File: src/rtl/mul_share_arbiter.sv
// Round-robin sharing of one pipelined 16x16 multiplier between NREQ requesters.
// A valid+ID tag pipe runs beside the multiplier to route each product home.
module mul_share_arbiter #(
    parameter int NREQ        = 4,
    parameter int MUL_LATENCY = 5,
    parameter int IDW         = 2
) (
    input  logic                 clk,
    input  logic                 rst_n,
    input  logic [NREQ-1:0]      req_valid,
    input  logic [16*NREQ-1:0]   req_a,
    input  logic [16*NREQ-1:0]   req_b,
    output logic [NREQ-1:0]      req_ready,
    output logic [31:0]          mul_in,
    input  logic [31:0]          mul_out,
    output logic [NREQ-1:0]      resp_valid,
    output logic [15:0]          resp_data,
    output logic [2:0]           in_flight,
    output logic                 hi_err
);

    logic [IDW-1:0]                   rr_q, rr_d;
    logic [MUL_LATENCY-1:0]           tag_v_q, tag_v_d;
    logic [MUL_LATENCY-1:0][IDW-1:0]  tag_id_q, tag_id_d;
    logic [NREQ-1:0]                  resp_valid_q, resp_valid_d;
    logic [15:0]                      resp_data_q, resp_data_d;
    logic [2:0]                       in_flight_q, in_flight_d;
    logic                             hi_err_q, hi_err_d;

    logic [NREQ-1:0]                  grant;
    logic [IDW-1:0]                   gnt_id;
    logic [IDW-1:0]                   scan;
    logic                             hs;
    logic [31:0]                      mul_in_c;
    logic                             t_v;
    logic [IDW-1:0]                   t_id;

    // Scan starts just after the last winner; the first valid requester wins.
    always_comb begin
        grant    = '0;
        gnt_id   = '0;
        scan     = '0;
        hs       = 1'b0;
        mul_in_c = '0;
        for (int k = 1; k <= NREQ; k++) begin
            scan = IDW'((int'(rr_q) + k) % NREQ);
            if (!hs && req_valid[scan]) begin
                hs          = 1'b1;
                grant[scan] = 1'b1;
                gnt_id      = scan;
                mul_in_c    = {req_a[{scan, 4'b0000} +: 16],
                               req_b[{scan, 4'b0000} +: 16]};
            end
        end
    end

    assign t_v  = tag_v_q[MUL_LATENCY-1];
    assign t_id = tag_id_q[MUL_LATENCY-1];

    always_comb begin
        rr_d         = rr_q;
        tag_v_d      = {tag_v_q[MUL_LATENCY-2:0], hs};
        tag_id_d     = {tag_id_q[MUL_LATENCY-2:0], gnt_id};
        resp_valid_d = '0;
        resp_data_d  = resp_data_q;
        in_flight_d  = in_flight_q;
        hi_err_d     = hi_err_q;
        if (hs) begin
            rr_d = gnt_id;
        end
        if (t_v) begin
            resp_valid_d = NREQ'(1) << t_id;
            resp_data_d  = mul_out[15:0];
            hi_err_d     = hi_err_q | (|mul_out[31:16]);
        end
        // Retire on the edge after the response pulse is visible.
        unique case ({hs, |resp_valid_q})
            2'b10:   in_flight_d = in_flight_q + 3'd1;
            2'b01:   in_flight_d = in_flight_q - 3'd1;
            default: in_flight_d = in_flight_q;
        endcase
    end

    always_ff @(posedge clk or negedge rst_n) begin
        if (!rst_n) begin
            rr_q         <= IDW'(NREQ - 1);
            tag_v_q      <= '0;
            tag_id_q     <= '0;
            resp_valid_q <= '0;
            resp_data_q  <= '0;
            in_flight_q  <= '0;
            hi_err_q     <= 1'b0;
        end else begin
            rr_q         <= rr_d;
            tag_v_q      <= tag_v_d;
            tag_id_q     <= tag_id_d;
            resp_valid_q <= resp_valid_d;
            resp_data_q  <= resp_data_d;
            in_flight_q  <= in_flight_d;
            hi_err_q     <= hi_err_d;
        end
    end

    assign req_ready  = grant;
    assign mul_in     = mul_in_c;
    assign resp_valid = resp_valid_q;
    assign resp_data  = resp_data_q;
    assign in_flight  = in_flight_q;
    assign hi_err     = hi_err_q;

endmodule

File: config.mk
export PLATFORM = sky130hd
export DESIGN_NAME = mul_share_arbiter
export DESIGN_NICKNAME = d
export VERILOG_FILES = /design/src/rtl/mul_share_arbiter.sv
export SDC_FILE = /design/constraint.sdc
export NUM_CORES = 1
export LEC_CHECK = 0
export ABC_AREA = 1
export ABC_CLOCK_PERIOD_IN_PS = 3600
export CAP_MARGIN = 15
export CORE_ASPECT_RATIO = 2
export CORE_MARGIN = 5
export CORE_UTILIZATION = 47
export DETAILED_ROUTE_END_ITERATION = 10
export MAX_ROUTING_LAYER = met4
export PLACE_DENSITY = 0.84
export SYNTH_ARGS = -nofsm -noshare
export SYNTH_HDL_FRONTEND = slang
export SYNTH_SLANG_ARGS = --single-unit
File: constraint.sdc
create_clock -name clk -period 3.6 [get_ports clk]
set_input_delay 0.72 -clock clk [delete_from_list [all_inputs] [get_ports clk]]
set_output_delay 0.72 -clock clk [all_outputs]
set_load 0.005 [all_outputs]
==> reports/results.ini, run 1 <==
[setup_path]
critPathCaptureType=primary output
cp-start-kind=register
r2r_start=rr_q[0]
cpMostUsedCell=inv_2
rr_endpoint=in_flight[2]
worstPathArrival_ns=2.80
crit_slowest_cell=dfstp_4
worst_ep_required_time_ns=2.88
rr_worst_depth=15
crit_path_cell_trace=inv_2 -> ha_4 -> inv_2 -> nand2_2 -> nand2_4 -> inv_2 -> nand2_4 -> nor2_8 -> clkbuf_16 -> nand2_1 -> nand3_1 -> clkdlybuf4s50_1
rrSetupSlack_ns=0.41
crit_path_max_fanout=14
crit_type=reg2out
crit_path_max_incr_delay_ns=0.66

[sta]
rsz0062_at_grt=yes
min_period_ns=3.52
slew_viol_final=0
relSlewSlack_pct=41.5
finalSetupViolations=0
finalSetupTns_ns=0
setup_slack_ns=0.0820
clock.fmax_mhz=284
fin_skew_ns=0.00613
tightest_slew_ns=0.877
min_period_over_period_pct=97.7
hold_viol_final=0

[yosys]
avgSynthCellArea_um2=5.37
seq_area_frac_synth_pct=16.6
synth_largest_area_cell=nand2_1
synth.most_common_cell=nand2_1
syn_inst=1155
synthTopCellsByArea=nand2_1, dfrtp_1, nand3_1
yosysTopAreaCellShare_pct=28.4
async_reset_ff_share_pct=100
ys.flop_type=dfrtp_1
ys.warnings.count=0
syn_nets=1331
synth_area_mm2=0.00620
ys_types=31
synthTopCellsByCount=nand2_1, nand3_1, inv_1
synth_edf_count=0
synth-seq-cells=41

[final_layout]
fillers=1194
finalCoreUtilization_pct=67.4
multi_input_area_mm2=0.00417
regArea_mm2=0.00103
drive_gt1_share_pct=4.49
syn_to_final_growth_pct=41.1
final_nets=1510

[clocking]
cts_max_path_buffers=2
postCtsHoldBufs=0
clock_latency_ns=0.28
cts_tree=built
cts_root_buffer=clkbuf_16
clk_pin_slew_worst_paths_ns=0.06
cts_sinks=41
cts_buffers=5
htreeDepth=2

[floorplan]
dieArea_mm2=0.0157
die_y_um=172
coreArea_mm2=0.0130
io_pins=226
num_rows=59
die_w_um=91.2
start_util_pct=47.8

[power_and_ir_drop]
seqPwrFrac_pct=7.3
power.leakage_nw=4.60
swShare_pct=52.2
net-switching-power_w=0.00502
p_per_area_mw_per_mm2=1100
peakVddDrop_mv=0.827
pwr-share-clk_pct=4.6
p_int_w=0.00459
combPwrFrac_pct=88.1

[global_route]
antenna_found_initial=1
track_usage_pct=26.7
grt_pass1_wl_mm=34.3
grt_pass1_vias=7587
overflow=0
grt_max_degree=75

[detailed_routing]
viasPerCell=5.50
vias=8186
drc=0
drtPass1Iterations=5
postRouteAntennaNets=0
routed_wl_mm=21.9
drt_iter0_markers=557
wire_per_inst_um=14.7

[run]
drv_cap=0

[place]
hpwl_mm=16.3
port_buffers=225
routabilityCongestion=0.983
dpl_worst_slack_ns=0.102

[run_status]
status=completed

[min_path]
hold_depth=0
hold_end=tag_id_d[6]
hold_class=reg2reg
min_from=tag_id_d[4]

[power by group through the flow]
stage / clock network [W] / registers [W] / logic, W
6_report: 0.000442 / 0.000701 / 0.00847
5_1_grt: 0.000475 / 0.000719 / 0.00930
4_1_cts: 0.000456 / 0.000702 / 0.00836
3_5_place_dp: 0 / 0.000709 / 0.00827
3_3_place_gp: 0 / 0.000700 / 0.00820
2_1_floorplan: 0 / 0.000707 / 0.00522
[placed cells by master, fill, tap and decap left out, types with 3 or more instances in the layout]
cell,n
nand2_4,4
nand2_1,469
nor4_1,4
a21oi_1,3
nand4_1,39
ha_1,8
inv_2,5
nor3_1,4
o21ai_0,56
buf_12,7
nand3_1,167
dlymetal6s2s_1,16
a21boi_1,35
clkdlybuf4s50_1,208
buf_4,12
clkbuf_16,6
nand3_2,4
buf_6,5
dfrtp_1,39
inv_1,142
nor2_1,4
o21ai_1,74
buf_8,3
[layout make-up]
cell class                      instances  share of cell area [%]
Multi-Input combinational cell        885                    47.6
Tap cell                              152                    2.17
Inverter                              147                    6.30
Sequential cell                        41                    11.8
Antenna cell                            1                  0.0286
Clock inverter                          3                   0.286
Clock buffer                            5                    1.43
Timing Repair Buffer                  254                    30.4
[worst max-delay path: cells and delay by family (launching register included)]
kind                       cells  cell delay (ns)
and+or+nand+nor                6             0.55
DFF                            1             0.66
buffers and inverters          5             0.99
adders and majority gates      1             0.32
[worst max-delay path by stage]
stage / startpoint / endpoint / cells after the start
floorplan: rr_q[1] / mul_in[10] / 12
global placement: req_valid[3] / mul_in[29] / 12
detailed placement: req_valid[3] / mul_in[29] / 12
CTS: rr_q[0] / mul_in[29] / 13
global route: rr_q[0] / mul_in[25] / 10
finish: rr_q[0] / mul_in[25] / 12
[metrics by stage]
step           hold slack, ns  instances  power (W)  area (um2)
2_1_floorplan           0.331       1155    0.00592        6200
3_3_place_gp            0.333       1478    0.00890        8460
3_5_place_dp            0.335       1478    0.00898        8460
4_1_cts                 0.349       1486    0.00952        8640
5_1_grt                 0.354       1488     0.0105        8760
6_report                0.349       1488    0.00961        8760
[timing repair]
item / in CTS / in global routing
setup buffers: 0 / 0
cloned: 0 / 1
gates resized for setup: 6 / 30
setup endpoints to repair: 33 / 34
[registers in the layout (all words and copies together) (netlist names)]
name and cells:
rr_q 2, tag_id_d 8, t_id 2, hi_err 1, in_flight 3, resp_data 16
tag_v_q 5, resp_valid 4
[cells by family after synthesis]
kind of cell / synth area share, %
AOI/OAI and AO/OA: 15.2
xor gates and xnor gates: 0.282
adders and majority gates: 2.14
buffers and inverters: 16.5
DFF: 16.6
and+or+nand+nor: 49.3
[per-layer routing]
layer / global-route usage (%) / up-vias / part of all wire [%] / wire [um]
met1: 27.9 / 3642 / 36 / 7780
met4: 16.3 / 0 / 5.6 / 1220
li1: - / 4066 / - / -
met2: 47.5 / 384 / 53 / 11500
met3: 2.92 / 94 / 6.3 / 1370
met5: - / - / 0 / 0
Power figures use the tool's default switching activity.
==> run 2: changes to the inputs <==
- ABC_AREA: 1 -> unset
- CORE_UTILIZATION: 47 -> 46
- PLACE_DENSITY: 0.84 -> 0.83
==> run 2 against run 1 <==
Clock power rose by 32%. Utilization increased by 0.13 points. Count of clock-buffer cells in the layout unchanged. Highest routed layer unchanged. First-iteration DRC count fell by 60%. Synthesized cell count shrank 58%. Critical endpoint is now mul_in[16]. Sequential share of layout area about the same. Total power decreased by 19%. Largest cell class unchanged. Combinational power shrank 23%. Critical path depth decreased by 3. Hold slack worse by 0.0038 ns.
==> reports/results.ini, run 2 <==
[yosys]
syn_nets=659
synth_edf_count=0
ys.flop_type=dfrtp_1
synthTopCellsByCount=mux4_2, dfrtp_1, a21oi_1, nand2_1
async_reset_ff_share_pct=100
ys_types=46
synth_largest_area_cell=mux4_2
seq_area_frac_synth_pct=17.0
ys.warnings.count=0
syn_inst=483
synthTopCellsByArea=mux4_2, dfrtp_1, a211o_1
yosysTopAreaCellShare_pct=48.3
synth_area_mm2=0.00606
synth.most_common_cell=mux4_2
synth-seq-cells=41
avgSynthCellArea_um2=12.5

[detailed_routing]
routed_wl_mm=19.8
vias=5769
drtPass1Iterations=5
drc=0
wire_per_inst_um=23.3
postRouteAntennaNets=0
viasPerCell=6.80
drt_iter0_markers=224

[global_route]
grt_pass1_vias=6085
overflow=0
antenna_found_initial=1
grt_max_degree=65
grt_pass1_wl_mm=30.9
track_usage_pct=24.8

[setup_path]
rr_endpoint=rr_q[0]
rr_worst_depth=8
crit_slowest_cell=dfstp_4
cp-start-kind=register
crit_type=reg2out
cpMostUsedCell=buf_6
r2r_start=rr_q[1]
worstPathArrival_ns=2.79
crit_path_max_fanout=8
critPathCaptureType=primary output
rrSetupSlack_ns=1.10
crit_path_max_incr_delay_ns=0.64
worst_ep_required_time_ns=2.88
crit_path_cell_trace=clkinvlp_4 -> ha_4 -> mux4_2 -> buf_6 -> buf_6 -> nand3b_1 -> a21oi_2 -> a211o_1 -> buf_2

[final_layout]
final_common_cell=clkdlybuf4s50_1
finalCoreUtilization_pct=67.5
most-common-layout-cells=clkdlybuf4s50_1, mux4_2, dfrtp_1
syn_to_final_growth_pct=44.8
largest_reg_flops=16
final_nets=870
drive_gt1_share_pct=35.8
fillers=951

[power_and_ir_drop]
p_per_area_mw_per_mm2=889
fin_total_pwr_w=0.00780
power.leakage_nw=3.36
peakVddDrop_mv=0.916

[sta]
hold_slack_ns=0.345
min_period_over_period_pct=97.5
clock.fmax_mhz=285
hold_viol_final=0
fin_skew_ns=0.00464
setup_slack_ns=0.0884
tightest_slew_ns=0.861
slew_viol_final=0
relSlewSlack_pct=42.6
rsz0062_at_grt=no
min_period_ns=3.51
finalSetupViolations=0

[clocking]
clock_latency_ns=0.28
postCtsHoldBufs=0
cts_root_buffer=clkbuf_16
cts_max_path_buffers=2
clk_pin_slew_worst_paths_ns=0.06
cts_buffers=5
cts_sinks=41
htreeDepth=2
cts_tree=built

[min_path]
hold_end=tag_id_d[5]
min_from=tag_id_d[3]
hold_depth=0
hold_class=reg2reg

[place]
dpl_worst_slack_ns=-0.209
port_buffers=225
hpwl_mm=14.5
routabilityCongestion=0.910

[floorplan]
start_util_pct=46.6
coreArea_mm2=0.0130
die_w_um=91.2
die_y_um=172
io_pins=226
dieArea_mm2=0.0157
num_rows=59

[run]
drv_cap=0

[run_status]
status=completed

-- run 2: cell count changes after synthesis, moves of 54 or more --
| cell | change |
|---|---|
| mux4_2 | +130 |
| inv_1 | -137 |
| nand2_1 | -435 |
| nand3_1 | -167 |
| o21ai_1 | -73 |
| o21ai_0 | -54 |
-- run 2: timing repair --
action,4_1_cts,5_1_grt
endpoints found under the setup margin,36,36
pin swaps,8,16
setup buffers,8,1
cloned,3,1
resized for setup,121,28
-- run 2: worst max-delay path, delay by kind of cell, from the launching register on --
| kind | cells | cell delay (ns) |
|---|---|---|
| flip-flops | 1 | 0.64 |
| multiplexers | 1 | 0.58 |
| AND/OR/NAND/NOR | 1 | 0.10 |
| adder cells (fa/ha/maj) | 1 | 0.30 |
| buffers and inverters | 4 | 0.54 |
| AO/OA/AOI/OAI | 2 | 0.35 |
-- run 2: routing by layer --
metal | share of wire (%) | wire length (um) | up-vias | track usage [%]
li1 | - | - | 2443 | -
met1 | 32 | 6340 | 2907 | 26.1
met2 | 56 | 11100 | 346 | 45.7
met3 | 7.5 | 1480 | 73 | 3.83
met4 | 4.2 | 823 | 0 | 9.96
met5 | 0 | 0 | - | -
-- run 2: per-stage QoR --
| step | instances | instance area [um2] | setup TNS [ns] |
|---|---|---|---|
| CTS | 849 | 8880 | -0.248 |
| global route | 848 | 8770 | 0 |
| finish | 848 | 8770 | 0 |
| floorplan | 483 | 6070 | 0 |
| global placement | 830 | 8560 | -5.60 |
| detailed placement | 830 | 8560 | -6.21 |
-- run 2: layout make-up --
| class | instances | area (um2) | area share [%] |
|---|---|---|---|
| sequential | 41 | 1040 | 11.8 |
| timing repair buffer | 263 | 2560 | 29.2 |
| antenna | 1 | 2.50 | 0.0285 |
| multi-input combinational | 377 | 4770 | 54.3 |
| clock buffer | 5 | 125 | 1.43 |
| tap | 152 | 190 | 2.17 |
| inverter | 6 | 26.3 | 0.299 |
| clock inverter | 3 | 68.8 | 0.784 |
-- run 2: report_power, final --
group	internal [W]	leakage, nW	switching (W)
registers	0.000601	0.464	0.0000753
logic	0.00361	2.80	0.00293
clock network	0.000399	0.0944	0.000184
total	0.00461	3.36	0.00318
-- run 2: cells by family after synthesis --
| family | share of synthesized area [%] |
|---|---|
| buf+inv | 5.57 |
| compound gates | 10.0 |
| mux | 52.4 |
| simple gates | 12.4 |
| xor+xnor | 0.434 |
| flops | 17.0 |
| fa+ha+maj | 2.19 |
-- run 2: how the worst max path moves through the flow --
stage                 start      endpoint  slack (ns)  cells after the start
2_1_floorplan       rr_q[0]    mul_in[10]        0.05                     12
3_3_place_gp   req_valid[3]     mul_in[5]       -0.19                      7
3_5_place_dp   req_valid[3]     mul_in[5]       -0.21                      7
4_1_cts             rr_q[1]    mul_in[28]       -0.05                     10
5_1_grt             rr_q[1]  req_ready[2]        0.01                      8
6_report            rr_q[1]    mul_in[16]        0.09                      9
